===== config.mk =====
export PLATFORM = sky130hd
export DESIGN_NAME = proc_control_unit_flat
export DESIGN_NICKNAME = d
export VERILOG_FILES = /design/src/rtl/proc_control_unit_if.sv /design/src/rtl/proc_control_unit.sv /design/src/flat_wrapper.sv
export SDC_FILE = /design/constraint.sdc
export NUM_CORES = 1
export LEC_CHECK = 0
export BUFFER_PORTS_ARGS = -buffer_cell sky130_fd_sc_hd__buf_2
export CAP_MARGIN = 5
export CORE_MARGIN = 4
export CORE_UTILIZATION = 34
export CTS_BUF_LIST = sky130_fd_sc_hd__clkbuf_8 sky130_fd_sc_hd__clkbuf_16
export CTS_CLUSTER_DIAMETER = 40
export DETAILED_ROUTE_END_ITERATION = 12
export GPL_ROUTABILITY_DRIVEN = 0
export GPL_TIMING_DRIVEN = 1
export PLACE_DENSITY = 0.8
export REMOVE_ABC_BUFFERS = 1
export SYNTH_ARGS = -nofsm -noshare
export SYNTH_HDL_FRONTEND = slang
export SYNTH_SLANG_ARGS = --single-unit

===== constraint.sdc =====
create_clock -name Clk -period 1.6 [get_ports Clk]
set_input_delay 0.16 -clock Clk [delete_from_list [all_inputs] [get_ports Clk]]
set_output_delay 0.16 -clock Clk [all_outputs]
set_load 0.005 [all_outputs]

===== src/rtl/proc_control_unit_if.sv =====
// Control bundle between the processor control unit and the fetch path / datapath.
// The controller drives every strobe and address field and reads back only the instruction word.
interface proc_control_unit_if #(
    parameter int IW  = 16,
    parameter int DAW = 8,
    parameter int RAW = 4
);
    logic [IW-1:0]  IR;
    logic           PC_clr;
    logic           PC_up;
    logic           IR_ld;
    logic [DAW-1:0] D_addr;
    logic           D_wr;
    logic           RF_s;
    logic [RAW-1:0] RF_W_addr;
    logic           RF_W_wr;
    logic [RAW-1:0] RF_Ra_addr;
    logic           RF_Ra_rd;
    logic [RAW-1:0] RF_Rb_addr;
    logic           RF_Rb_rd;
    logic [2:0]     ALU_s0;
    logic [3:0]     State;

    modport master (
        input  IR,
        output PC_clr, PC_up, IR_ld,
        output D_addr, D_wr,
        output RF_s, RF_W_addr, RF_W_wr,
        output RF_Ra_addr, RF_Ra_rd, RF_Rb_addr, RF_Rb_rd,
        output ALU_s0, State
    );

    modport slave (
        output IR,
        input  PC_clr, PC_up, IR_ld,
        input  D_addr, D_wr,
        input  RF_s, RF_W_addr, RF_W_wr,
        input  RF_Ra_addr, RF_Ra_rd, RF_Rb_addr, RF_Rb_rd,
        input  ALU_s0, State
    );
endinterface


===== src/rtl/proc_control_unit.sv =====
// Moore fetch/decode/execute sequencer for the 16-bit processor.
//
// state  | meaning
// INIT   | clear PC after reset
// FETCH  | load IR from ROM, advance PC
// DECODE | IR valid, branch on opcode
// NOOP   | no operation (also illegal opcodes)
// LOAD_A | present memory address, wait for read data
// LOAD_B | write memory read data into register file
// STORE  | write register Ra into data memory
// ADD    | Rw <= Ra + Rb
// SUB    | Rw <= Ra - Rb
// HALT   | frozen until reset
module proc_control_unit #(
    parameter int IW  = 16,
    parameter int DAW = 8,
    parameter int RAW = 4
) (
    input  logic Clk,
    input  logic Reset_n,
    proc_control_unit_if.master bus
);

    typedef enum logic [3:0] {
        INIT   = 4'd0,
        FETCH  = 4'd1,
        DECODE = 4'd2,
        NOOP   = 4'd3,
        LOAD_A = 4'd4,
        LOAD_B = 4'd5,
        STORE  = 4'd6,
        ADD    = 4'd7,
        SUB    = 4'd8,
        HALT   = 4'd9
    } state_t;

    localparam logic [2:0] ALU_PASS = 3'b000;
    localparam logic [2:0] ALU_ADD  = 3'b001;
    localparam logic [2:0] ALU_SUB  = 3'b010;

    state_t         state_q;
    logic [3:0]     opcode;
    logic [DAW-1:0] mem_addr;
    logic [RAW-1:0] dst_addr;
    logic [RAW-1:0] src_a_addr;
    logic [RAW-1:0] src_b_addr;

    assign opcode     = bus.IR[IW-1:IW-4];
    assign mem_addr   = bus.IR[DAW+RAW-1:RAW];
    assign dst_addr   = bus.IR[RAW-1:0];
    assign src_a_addr = bus.IR[3*RAW-1:2*RAW];
    assign src_b_addr = bus.IR[2*RAW-1:RAW];

    always_ff @(posedge Clk or negedge Reset_n) begin
        if (!Reset_n) begin
            state_q <= INIT;
        end else begin
            case (state_q)
                INIT:   state_q <= FETCH;
                FETCH:  state_q <= DECODE;
                DECODE: begin
                    case (opcode)
                        4'b0001: state_q <= STORE;
                        4'b0010: state_q <= LOAD_A;
                        4'b0011: state_q <= ADD;
                        4'b0100: state_q <= SUB;
                        4'b0101: state_q <= HALT;
                        default: state_q <= NOOP;
                    endcase
                end
                NOOP:   state_q <= FETCH;
                LOAD_A: state_q <= LOAD_B;
                LOAD_B: state_q <= FETCH;
                STORE:  state_q <= FETCH;
                ADD:    state_q <= FETCH;
                SUB:    state_q <= FETCH;
                HALT:   state_q <= HALT;
                default: state_q <= INIT;
            endcase
        end
    end

    // Strobes decode straight from the state register so an async reset
    // kills any write enable before the next clock edge.
    always_comb begin
        bus.PC_clr     = 1'b0;
        bus.PC_up      = 1'b0;
        bus.IR_ld      = 1'b0;
        bus.D_addr     = '0;
        bus.D_wr       = 1'b0;
        bus.RF_s       = 1'b0;
        bus.RF_W_addr  = '0;
        bus.RF_W_wr    = 1'b0;
        bus.RF_Ra_addr = '0;
        bus.RF_Ra_rd   = 1'b0;
        bus.RF_Rb_addr = '0;
        bus.RF_Rb_rd   = 1'b0;
        bus.ALU_s0     = ALU_PASS;
        case (state_q)
            INIT: begin
                bus.PC_clr = 1'b1;
            end
            FETCH: begin
                bus.IR_ld = 1'b1;
                bus.PC_up = 1'b1;
            end
            LOAD_A: begin
                bus.D_addr    = mem_addr;
                bus.RF_s      = 1'b1;
                bus.RF_W_addr = dst_addr;
            end
            LOAD_B: begin
                bus.D_addr    = mem_addr;
                bus.RF_s      = 1'b1;
                bus.RF_W_addr = dst_addr;
                bus.RF_W_wr   = 1'b1;
            end
            STORE: begin
                bus.D_addr     = mem_addr;
                bus.RF_Ra_addr = dst_addr;
                bus.RF_Ra_rd   = 1'b1;
                bus.D_wr       = 1'b1;
            end
            ADD, SUB: begin
                bus.RF_Ra_addr = src_a_addr;
                bus.RF_Rb_addr = src_b_addr;
                bus.RF_Ra_rd   = 1'b1;
                bus.RF_Rb_rd   = 1'b1;
                bus.ALU_s0     = (state_q == ADD) ? ALU_ADD : ALU_SUB;
                bus.RF_s       = 1'b0;
                bus.RF_W_addr  = dst_addr;
                bus.RF_W_wr    = 1'b1;
            end
            default: begin
            end
        endcase
    end

    assign bus.State = state_q;

endmodule


===== src/flat_wrapper.sv =====
// flat-port wrapper written by rule: the top's interface ports become plain ports
module proc_control_unit_flat 
#(
    parameter int IW  = 16,
    parameter int DAW = 8,
    parameter int RAW = 4
)
  (Clk, Reset_n, bus_IR, bus_PC_clr, bus_PC_up, bus_IR_ld, bus_D_addr, bus_D_wr, bus_RF_s, bus_RF_W_addr, bus_RF_W_wr, bus_RF_Ra_addr, bus_RF_Ra_rd, bus_RF_Rb_addr, bus_RF_Rb_rd, bus_ALU_s0, bus_State);
  proc_control_unit_if #(.IW(IW), .DAW(DAW), .RAW(RAW)) bus_i ();
  input  logic Clk;
  input  logic Reset_n;
  input wire logic [$bits(bus_i.IR)-1:0] bus_IR;
  output wire logic [$bits(bus_i.PC_clr)-1:0] bus_PC_clr;
  output wire logic [$bits(bus_i.PC_up)-1:0] bus_PC_up;
  output wire logic [$bits(bus_i.IR_ld)-1:0] bus_IR_ld;
  output wire logic [$bits(bus_i.D_addr)-1:0] bus_D_addr;
  output wire logic [$bits(bus_i.D_wr)-1:0] bus_D_wr;
  output wire logic [$bits(bus_i.RF_s)-1:0] bus_RF_s;
  output wire logic [$bits(bus_i.RF_W_addr)-1:0] bus_RF_W_addr;
  output wire logic [$bits(bus_i.RF_W_wr)-1:0] bus_RF_W_wr;
  output wire logic [$bits(bus_i.RF_Ra_addr)-1:0] bus_RF_Ra_addr;
  output wire logic [$bits(bus_i.RF_Ra_rd)-1:0] bus_RF_Ra_rd;
  output wire logic [$bits(bus_i.RF_Rb_addr)-1:0] bus_RF_Rb_addr;
  output wire logic [$bits(bus_i.RF_Rb_rd)-1:0] bus_RF_Rb_rd;
  output wire logic [$bits(bus_i.ALU_s0)-1:0] bus_ALU_s0;
  output wire logic [$bits(bus_i.State)-1:0] bus_State;
  assign bus_i.IR = bus_IR;
  assign bus_PC_clr = bus_i.PC_clr;
  assign bus_PC_up = bus_i.PC_up;
  assign bus_IR_ld = bus_i.IR_ld;
  assign bus_D_addr = bus_i.D_addr;
  assign bus_D_wr = bus_i.D_wr;
  assign bus_RF_s = bus_i.RF_s;
  assign bus_RF_W_addr = bus_i.RF_W_addr;
  assign bus_RF_W_wr = bus_i.RF_W_wr;
  assign bus_RF_Ra_addr = bus_i.RF_Ra_addr;
  assign bus_RF_Ra_rd = bus_i.RF_Ra_rd;
  assign bus_RF_Rb_addr = bus_i.RF_Rb_addr;
  assign bus_RF_Rb_rd = bus_i.RF_Rb_rd;
  assign bus_ALU_s0 = bus_i.ALU_s0;
  assign bus_State = bus_i.State;
  proc_control_unit #(.IW(IW), .DAW(DAW), .RAW(RAW)) u_core (.Clk(Clk), .Reset_n(Reset_n), .bus(bus_i));
endmodule

== After elaboration in Yosys (flattened, before gate mapping) ==
Index checks and enable logic that the tools add are counted.

* $add $sub $neg: 0
* Multipliers: 0
* Divide/modulo/power cells: 0
* Magnitude comparators: 0
* Equal/unequal tests: 14
* Shift operators: 0
* Mux-type cells: 15
* Bitwise gates (word level): 0
* Reduce and logical (&&, ||, !) cells: 8

{| class="wikitable"
|+ Operator list
! operator !! count
|-
| $pmux W4 S5 || 2
|-
| $eq A4 B3 Y1 const B || 6
|-
| $eq A4 B2 Y1 const B || 4
|-
| $reduce_or A3 Y1 || 3
|-
| $eq A4 B1 Y1 const B || 2
|-
| $eq A4 B4 Y1 const B || 2
|-
| $mux W4 || 2
|-
| $mux W8 || 1
|-
| $pmux W4 S2 || 1
|-
| $mux W1 || 7
|-
| $reduce_or A6 Y1 || 1
|-
| $logic_not A4 Y1 || 1
|-
| $reduce_or A2 Y1 || 2
|-
| $reduce_or A4 Y1 || 1
|-
| $mux W3 || 1
|-
| $mux W2 || 1
|}

* Flip-flop bits (word level): 4
* Bits in latches: 0
* Memory bits (writable): 0
* Bits in read-only memories: 0
* Logic and storage cells: 38
* Memories: 0

== Longest topological paths before layout ==
Gate-level depths: netlist (run 1).

* Depth after elaboration: 3
* Mapped depth: 4

== Least setup slack after synthesis (run 1) ==
OpenSTA, ideal clock, no wires.

* Path kind: register to output
* Start point: register u_core.state_q[1], in the netlist u_core.bus.State[1]
* End point: output port bus_RF_Ra_addr[0]
* Arrival time: 1.237 ns
* Required time: 1.440 ns
* Path slack: 0.203 ns
* Stages on the path, launching flop included: 5
* Buffers on the path: 1
* Cells stage by stage: dfrtp_1 nor4b_2 a31o_1 buf_4 a22o_1

* Word-level cells in the longest chain between the ends: 3
* Elaborated cells on any way between the ends: 5
* Classes of those cells: eq/ne: 3; mux: 1; reduce/logical: 1

{| class="wikitable"
|+ RTL lines
! element !! RTL line !! source
|-
| from (decl) || proc_control_unit.sv:41 || <nowiki>state_t state_q;</nowiki>
|-
| from (signal assigned) || proc_control_unit.sv:56 || <nowiki>state_q <= INIT;</nowiki>
|-
| from (signal assigned) || proc_control_unit.sv:59 || <nowiki>INIT: state_q <= FETCH;</nowiki>
|-
| from (signal assigned) || proc_control_unit.sv:60 || <nowiki>FETCH: state_q <= DECODE;</nowiki>
|-
| $eq A4 B4 Y1 or $eq A4 B3 Y1 (tied branches) || proc_control_unit.sv:99 || <nowiki>case (state_q)</nowiki>
|-
| $reduce_or A2 Y1 || n/a ||
|-
| $pmux W4 S2 * || proc_control_unit.sv:99 ||
|-
| to (decl) || flat_wrapper.sv:21 || <nowiki>output wire logic [$bits(bus_i.RF_Ra_addr)-1:0] bus_RF_Ra_addr;</nowiki>
|}

Mark *: on every way between the ends. The rest lies on a longest branch, timed or not.

== Worst setup path after layout (run 1) ==
* Start point: register u_core.state_q[0], in the netlist u_core.bus.State[0]
* End point: output port bus_RF_Rb_addr[1]

* Word-level cells in the longest chain between the ends: 3
* Elaborated cells on any way between the ends: 4
* Classes of those cells: eq/ne: 2; mux: 1; reduce/logical: 1

{| class="wikitable"
|+ RTL lines
! element !! RTL line !! source
|-
| $eq A4 B4 Y1 or $eq A4 B3 Y1 (tied branches) || proc_control_unit.sv:99 ||
|-
| $reduce_or A2 Y1 * || n/a ||
|-
| $mux W4 * || proc_control_unit.sv:99 ||
|-
| to (decl) || flat_wrapper.sv:23 || <nowiki>output wire logic [$bits(bus_i.RF_Rb_addr)-1:0] bus_RF_Rb_addr;</nowiki>
|}

Marks and branches as above.

==> results of run 1 <==
==> cell usage in the layout (no fill, tap or decap), types with 2 or more instances in the layout <==
master and n:
a21oi_1 2, buf_4 6, buf_2 51, clkbuf_8 3
dfrtp_1 2, and2_1 12, dfrtp_2 2, buf_6 2
a21boi_1 4, nor2_1 3, a22o_1 4, nand2b_1 5
o21ai_0 3, or4_1 2
==> per-layer routing <==
| layer | GRT usage [%] | wire [um] | up-vias | share of wire (%) |
|---|---|---|---|---|
| li1 | - | - | 364 | - |
| met1 | 15.3 | 729 | 353 | 36 |
| met2 | 29.4 | 1200 | 24 | 59 |
| met3 | 3.45 | 86 | 2 | 4.2 |
| met4 | 6.63 | 19 | 0 | 0.93 |
| met5 | 0 | 0 | - | 0 |
==> logic make-up (layout without fill, tap and decap cells) <==
kind of cell,Yosys count,in the layout,share of synthesized area [%]
xor+xnor,1,1,1.66
other cells,1,1,0.712
buf+inv,8,64,8.31
flops,4,4,19.0
simple gates,36,36,43.7
compound gates,19,20,26.6
==> final timing paths <==
kind / from / to / slack (ns)
setup / recovery: u_core.bus.State[0] / bus_RF_Rb_addr[1] / -0.02
hold / removal: bus_IR[15] / u_core.bus.State[3] / 0.26
setup reg to reg: u_core.bus.State[1] / u_core.bus.State[2] / 0.08
hold reg to reg: u_core.bus.State[0] / u_core.bus.State[2] / 0.66
max in group asynchronous: Reset_n / u_core.bus.State[2] / 1.19
min in group asynchronous: Reset_n / u_core.bus.State[3] / 0.28
==> metrics by stage <==
stage | setup TNS [ns] | utilization (%) | cell area [sq um] | setup WS [ns]
after detailed placement | 0 | 58.8 | 813 | 0.105
after global placement | 0 | 58.8 | 813 | 0.119
after CTS | -0.287 | 63.5 | 878 | -0.0396
final | -0.0669 | 68.2 | 943 | -0.0204
after global routing | -0.941 | 68.2 | 943 | -0.112
after floorplan | 0 | - | 487 | 0.0776
==> report_power, final <==
part | internal, mW | leakage (nW) | total [mW] | switching (mW)
sequential | 0.137 | 0.0478 | 0.184 | 0.0468
combinational | 0.283 | 0.446 | 0.582 | 0.299
clock | 0.161 | 0.0216 | 0.217 | 0.0564
==> tightest hold or removal path: stages <==
cell and delay (ns):
buf_2 0.09, or4_1 0.11, a21oi_1 0.06
==> what timing repair did <==
action                                  in CTS  in global routing
gates resized for setup                      5                 15
hold endpoints to repair                     4                  0
hold buffers                                 1                  0
setup buffers                                0                  1
pin swaps                                    2                  5
endpoints found under the setup margin      22                 13
cloned                                       0                  1
==> final cells by class <==
cell class	instances	share of cell area (%)
clock buffer	3	4.38
inverter	1	0.398
multi-input combinational	58	47.1
sequential	4	10.9
tap	15	1.99
timing repair buffer	60	35.3
==> flow_summary.yaml, run 1 <==
drt:
  routed_wirelength_normalized_by_instance_count_um: 14.5
  postRouteAntennaNets: 0
  avgViaCountPerCell: 5.27
  routed_wirelength_um: 2040
  drt_first_iter_violations: 18
  detailroute.via_count: 743
  first_pass_iters: 4
  detail_route.drc_violations: 0
yosys:
  post_synth_main_area_contributors: "dfrtp_1 19%, and2_1 14%, a22o_1 6.7%"
  yosysWarnings: 0
  synth_area_sq_um: 527
  yosys.area.top_type_share_pct: 19.0
  synth_top_cells_by_count: "12 x and2_1, 5 x nand2b_1"
  netlist_instances: 69
  synthFlopType: "dfrtp_1"
  cell_taking_the_most_area_after_synthesis: "dfrtp_1"
  synth.most_common_cell: "and2_1"
  yosys.cell_types.count: 32
  yosys_register_bits: 4
  postSynthAreaPerCell_sq_um: 7.63
  async_flop_share_pct: 100
  synth_edf_count: 0
  synth-seq-area-share_pct: 19.0
sta:
  worst_clock_skew_ns: 0.000872
  final_min_period_over_clock_period_pct: 101
  hold_slack_ns: 0.257
  setup_viol_count_final: 5
  setup_slack_ns: -0.0204
  period_needed_ns: 1.62
  timing_limited_maximum_frequency_mhz: 617
  report.final.slew_viol_count: 0
  setup_repair_after_global_routing_missed_its_margin: "yes"
  hold_violations: 0
clocking:
  htree_num_levels: 1
  cts_buffers: 3
  numClockSinks: 4
  cts.root.buffer_cell: "clkbuf_8"
  worst_skew_pair.late_latency_ns: 0.22
  ctsLongestPathBuffers: 2
  tritoncts: "built"
  clkSlewWorstSetupHoldPaths_ns: 0.03
layout:
  area_growth_pct: 79.1
  number_of_flip_flops_in_the_largest_register: 4
  fillCellCount: 103
  final_cells: 141
  layout-drive-gt1-share_pct: 58.7
  finalNetCount: 146
  antenna_cells_inserted: 0
  multiInputGateArea_sq_um: 444
  area.sequential_sq_um: 103
setup_path:
  reg2regPathDepth: 4
  timing.critical_path.max_delay_family: "simple AND/OR/NAND/NOR gates"
  cp_cell_sequence: "nor4b_4 -> a31o_1 -> and2_1 -> buf_2"
  crit_required_ns: 1.44
  slowest_delay_ns: 0.43
  path_max_fanout: 5
  path_depth: 4
  worst-path-buf-inv: 1
  setup.worst_path.start_class: "flip-flop"
  worstSetupEndpointType: "output port"
  critical_path_class: "reg -> out"
  cell_with_the_largest_stage_delay_on_the_worst_path: "dfrtp_2"
  cp.arrival_ns: 1.46
floorplanning:
  i_o_pin_cnt: 53
  die_area_sq_um: 2240
  initial_core_util_pct: 38.1
  die-height_um: 47.4
  floorplan.core_area_sq_um: 1380
  die_w_um: 47.4
  placementRows: 13
power:
  totalPowerFinal_mw: 0.983
  cellLeakagePower_nw: 0.515
  irDropWorstVdd_uv: 668
  power-per-cell-area_nw_per_um2: 1040
global_routing:
  number_of_antenna_violations_at_the_first_check_in_global_routing: 0
  global_route.overflow_total: 0
  first_global_vias: 620
  grt_max_degree: 16
  grt_pass1_wl_um: 2480
  global_route.usage.total_pct: 15.3
outcome:
  violations_in_the_final_reports: "negative setup slack"
  outcome: "finished with violations"
min_path:
  timing.hold.worst.class: "in -> reg"
  worstHoldPathCells: 3
placed_design:
  placed_cells: 135
  number_of_buffers_added_on_ports: 51
run:
  maxCapViolations: 0
Note: power is estimated with default switching activity, not from simulation.
==> run 2, diff against run 1 <==
==> constraint.sdc (replaced) <==
create_clock -name Clk -period 1.6 [get_ports Clk]
set_input_delay 0.24 -clock Clk [delete_from_list [all_inputs] [get_ports Clk]]
set_output_delay 0.24 -clock Clk [all_outputs]
set_load 0.005 [all_outputs]
==> run 2 against run 1 <==
The flow still finishes with violations (negative setup slack). Sequential power is essentially flat. Register-to-register slack better by 0.06 ns. Core utilization up 1.1 points. Sequential share of layout area down 0.17 points. Critical path type unchanged.
==> flow_summary.yaml, run 2 (same netlist as run 1, synthesis figures left out) <==
outcome:
  outcome: "finished with violations"
  violations_in_the_final_reports: "negative setup slack"
setup_path:
  crit_required_ns: 1.36
  critical_path.reg2reg.startpoint: "u_core.bus.State[1]"
  worstSetupEndpointType: "output port"
  r2r-end: "u_core.bus.State[2]"
  path_max_fanout: 7
  cp.arrival_ns: 1.43
  cp-startpoint: "u_core.bus.State[0]"
  ff2ff_setup_slack_ns: 0.14
  setup.worst_path.start_class: "flip-flop"
  reg2regPathDepth: 4
  critical_path_class: "reg -> out"
  critical_path.endpoint: "bus_RF_Ra_addr[3]"
global_routing:
  global_route.overflow_total: 0
  number_of_antenna_violations_at_the_first_check_in_global_routing: 0
  grt_max_degree: 17
  grt_pass1_wl_um: 2570
  first_global_vias: 586
  global_route.usage.total_pct: 16.1
sta:
  worst_clock_skew_ns: 0.00185
  report.final.slew_viol_count: 0
  period_needed_ns: 1.67
  setup_repair_after_global_routing_missed_its_margin: "yes"
  setup_total_negative_slack_ns: -0.543
  hold_violations: 0
  setup_viol_count_final: 13
  timing_limited_maximum_frequency_mhz: 598
  setup_slack_ns: -0.0722
  final_min_period_over_clock_period_pct: 105
power:
  share_of_total_power_in_the_clock_network_pct: 21.3
  irDropWorstVdd_uv: 724
  power-per-cell-area_nw_per_um2: 1030
  share_seq_of_total_power_pct: 18.4
  cellLeakagePower_nw: 0.523
  total_switching_power_mw: 0.392
  power.share.combinational_pct: 60.3
  cellInternalPower_mw: 0.599
  netSwitchingFraction_pct: 39.6
  totalPowerFinal_mw: 0.991
placed_design:
  place_hpwl_um: 1490
  placed_cells: 135
  number_of_buffers_added_on_ports: 51
  place_area_sq_um: 813
layout:
  final_cells: 142
  layout-drive-gt1-share_pct: 59.8
  postLayoutCoreUtil_pct: 69.3
  number_of_flip_flops_in_the_largest_register: 4
  finalNetCount: 147
  finalInstanceArea_sq_um: 958
  mostFrequentLayoutCells: "51 x buf_2, 12 x and2_1, 7 x buf_4"
  antenna_cells_inserted: 0
  fillCellCount: 110
  final_common_cell: "buf_2"
  area_growth_pct: 81.9
floorplanning:
  i_o_pin_cnt: 53
  die_area_sq_um: 2240
  placementRows: 13
  die-height_um: 47.4
  floorplan.core_area_sq_um: 1380
  initial_core_util_pct: 38.1
  die_w_um: 47.4
clocking:
  ctsLongestPathBuffers: 2
  clkSlewWorstSetupHoldPaths_ns: 0.03
  htree_num_levels: 1
  cts_buffers: 3
  worst_skew_pair.late_latency_ns: 0.22
  cts.root.buffer_cell: "clkbuf_8"
  numClockSinks: 4
  tritoncts: "built"
drt:
  detail_route.drc_violations: 0
  detailroute.via_count: 712
  routed_wirelength_normalized_by_instance_count_um: 13.8
  drt_first_iter_violations: 3
  routed_wirelength_um: 1960
  avgViaCountPerCell: 5.01
  first_pass_iters: 2
  postRouteAntennaNets: 0
min_path:
  timing.hold.worst.class: "in -> reg"
run:
  maxCapViolations: 0
==> run 2: per-stage QoR <==
stage	hold slack [ns]	worst slack [ns]
after floorplan	-0.0556	-0.00243
after global placement	0.0463	0.104
after detailed placement	0.0465	0.0592
after CTS	0.333	-0.0684
after global routing	0.331	-0.126
final	0.341	-0.0722
==> run 2: how the worst min path moves through the flow <==
stage,startpoint,depth (start not counted),slack (ns),endpoint
floorplan,Reset_n,0,-0.06,u_core.bus.State[0]
global placement,Reset_n,1,0.05,u_core.bus.State[3]
detailed placement,Reset_n,1,0.05,u_core.bus.State[3]
CTS,bus_IR[15],3,0.33,u_core.bus.State[3]
global route,bus_IR[15],3,0.33,u_core.bus.State[3]
finish,bus_IR[15],3,0.34,u_core.bus.State[3]
==> run 2: critical path: stages (launching register included) <==
cell,delay (ns)
dfrtp_2,0.42
buf_6,0.15
a31o_2,0.28
a22o_1,0.24
buf_2,0.12
==> run 2: cell type report <==
class                      count  area [sq um]  share of cell area [%]
clock buffer                   3          41.3                    4.31
inverter                       1          3.75                   0.392
multi-input combinational     58           452                    47.1
sequential                     4           103                    10.7
tap                           15          18.8                    1.96
timing repair buffer          61           340                    35.5
==> run 2: metal layers <==
layer / track usage, % / part of all wire (%) / up-vias
met4: 9.94 / 0.66 / 0
met3: 0 / 2.7 / 2
li1: - / - / 365
met2: 27.0 / 59 / 13
met5: 0 / 0 / -
met1: 20.4 / 38 / 332
==> run 2: power groups by stage <==
| stage | logic (mW) | registers [mW] | clock network (mW) |
|---|---|---|---|
| final | 0.598 | 0.182 | 0.211 |
| after global routing | 0.650 | 0.188 | 0.228 |
| after CTS | 0.553 | 0.176 | 0.213 |
| after detailed placement | 0.493 | 0.164 | 0 |
| after global placement | 0.490 | 0.163 | 0 |
| after floorplan | 0.175 | 0.226 | 0 |
==> run 2: timing repair <==
action | 4_1_cts | 5_1_grt
hold endpoints to repair | 4 | 0
buffers inserted | 1 | 1
pin swaps | 5 | 3
resized for setup | 13 | 9
setup endpoints to repair | 24 | 24
cloned | 1 | 0
hold buffers | 1 | 0
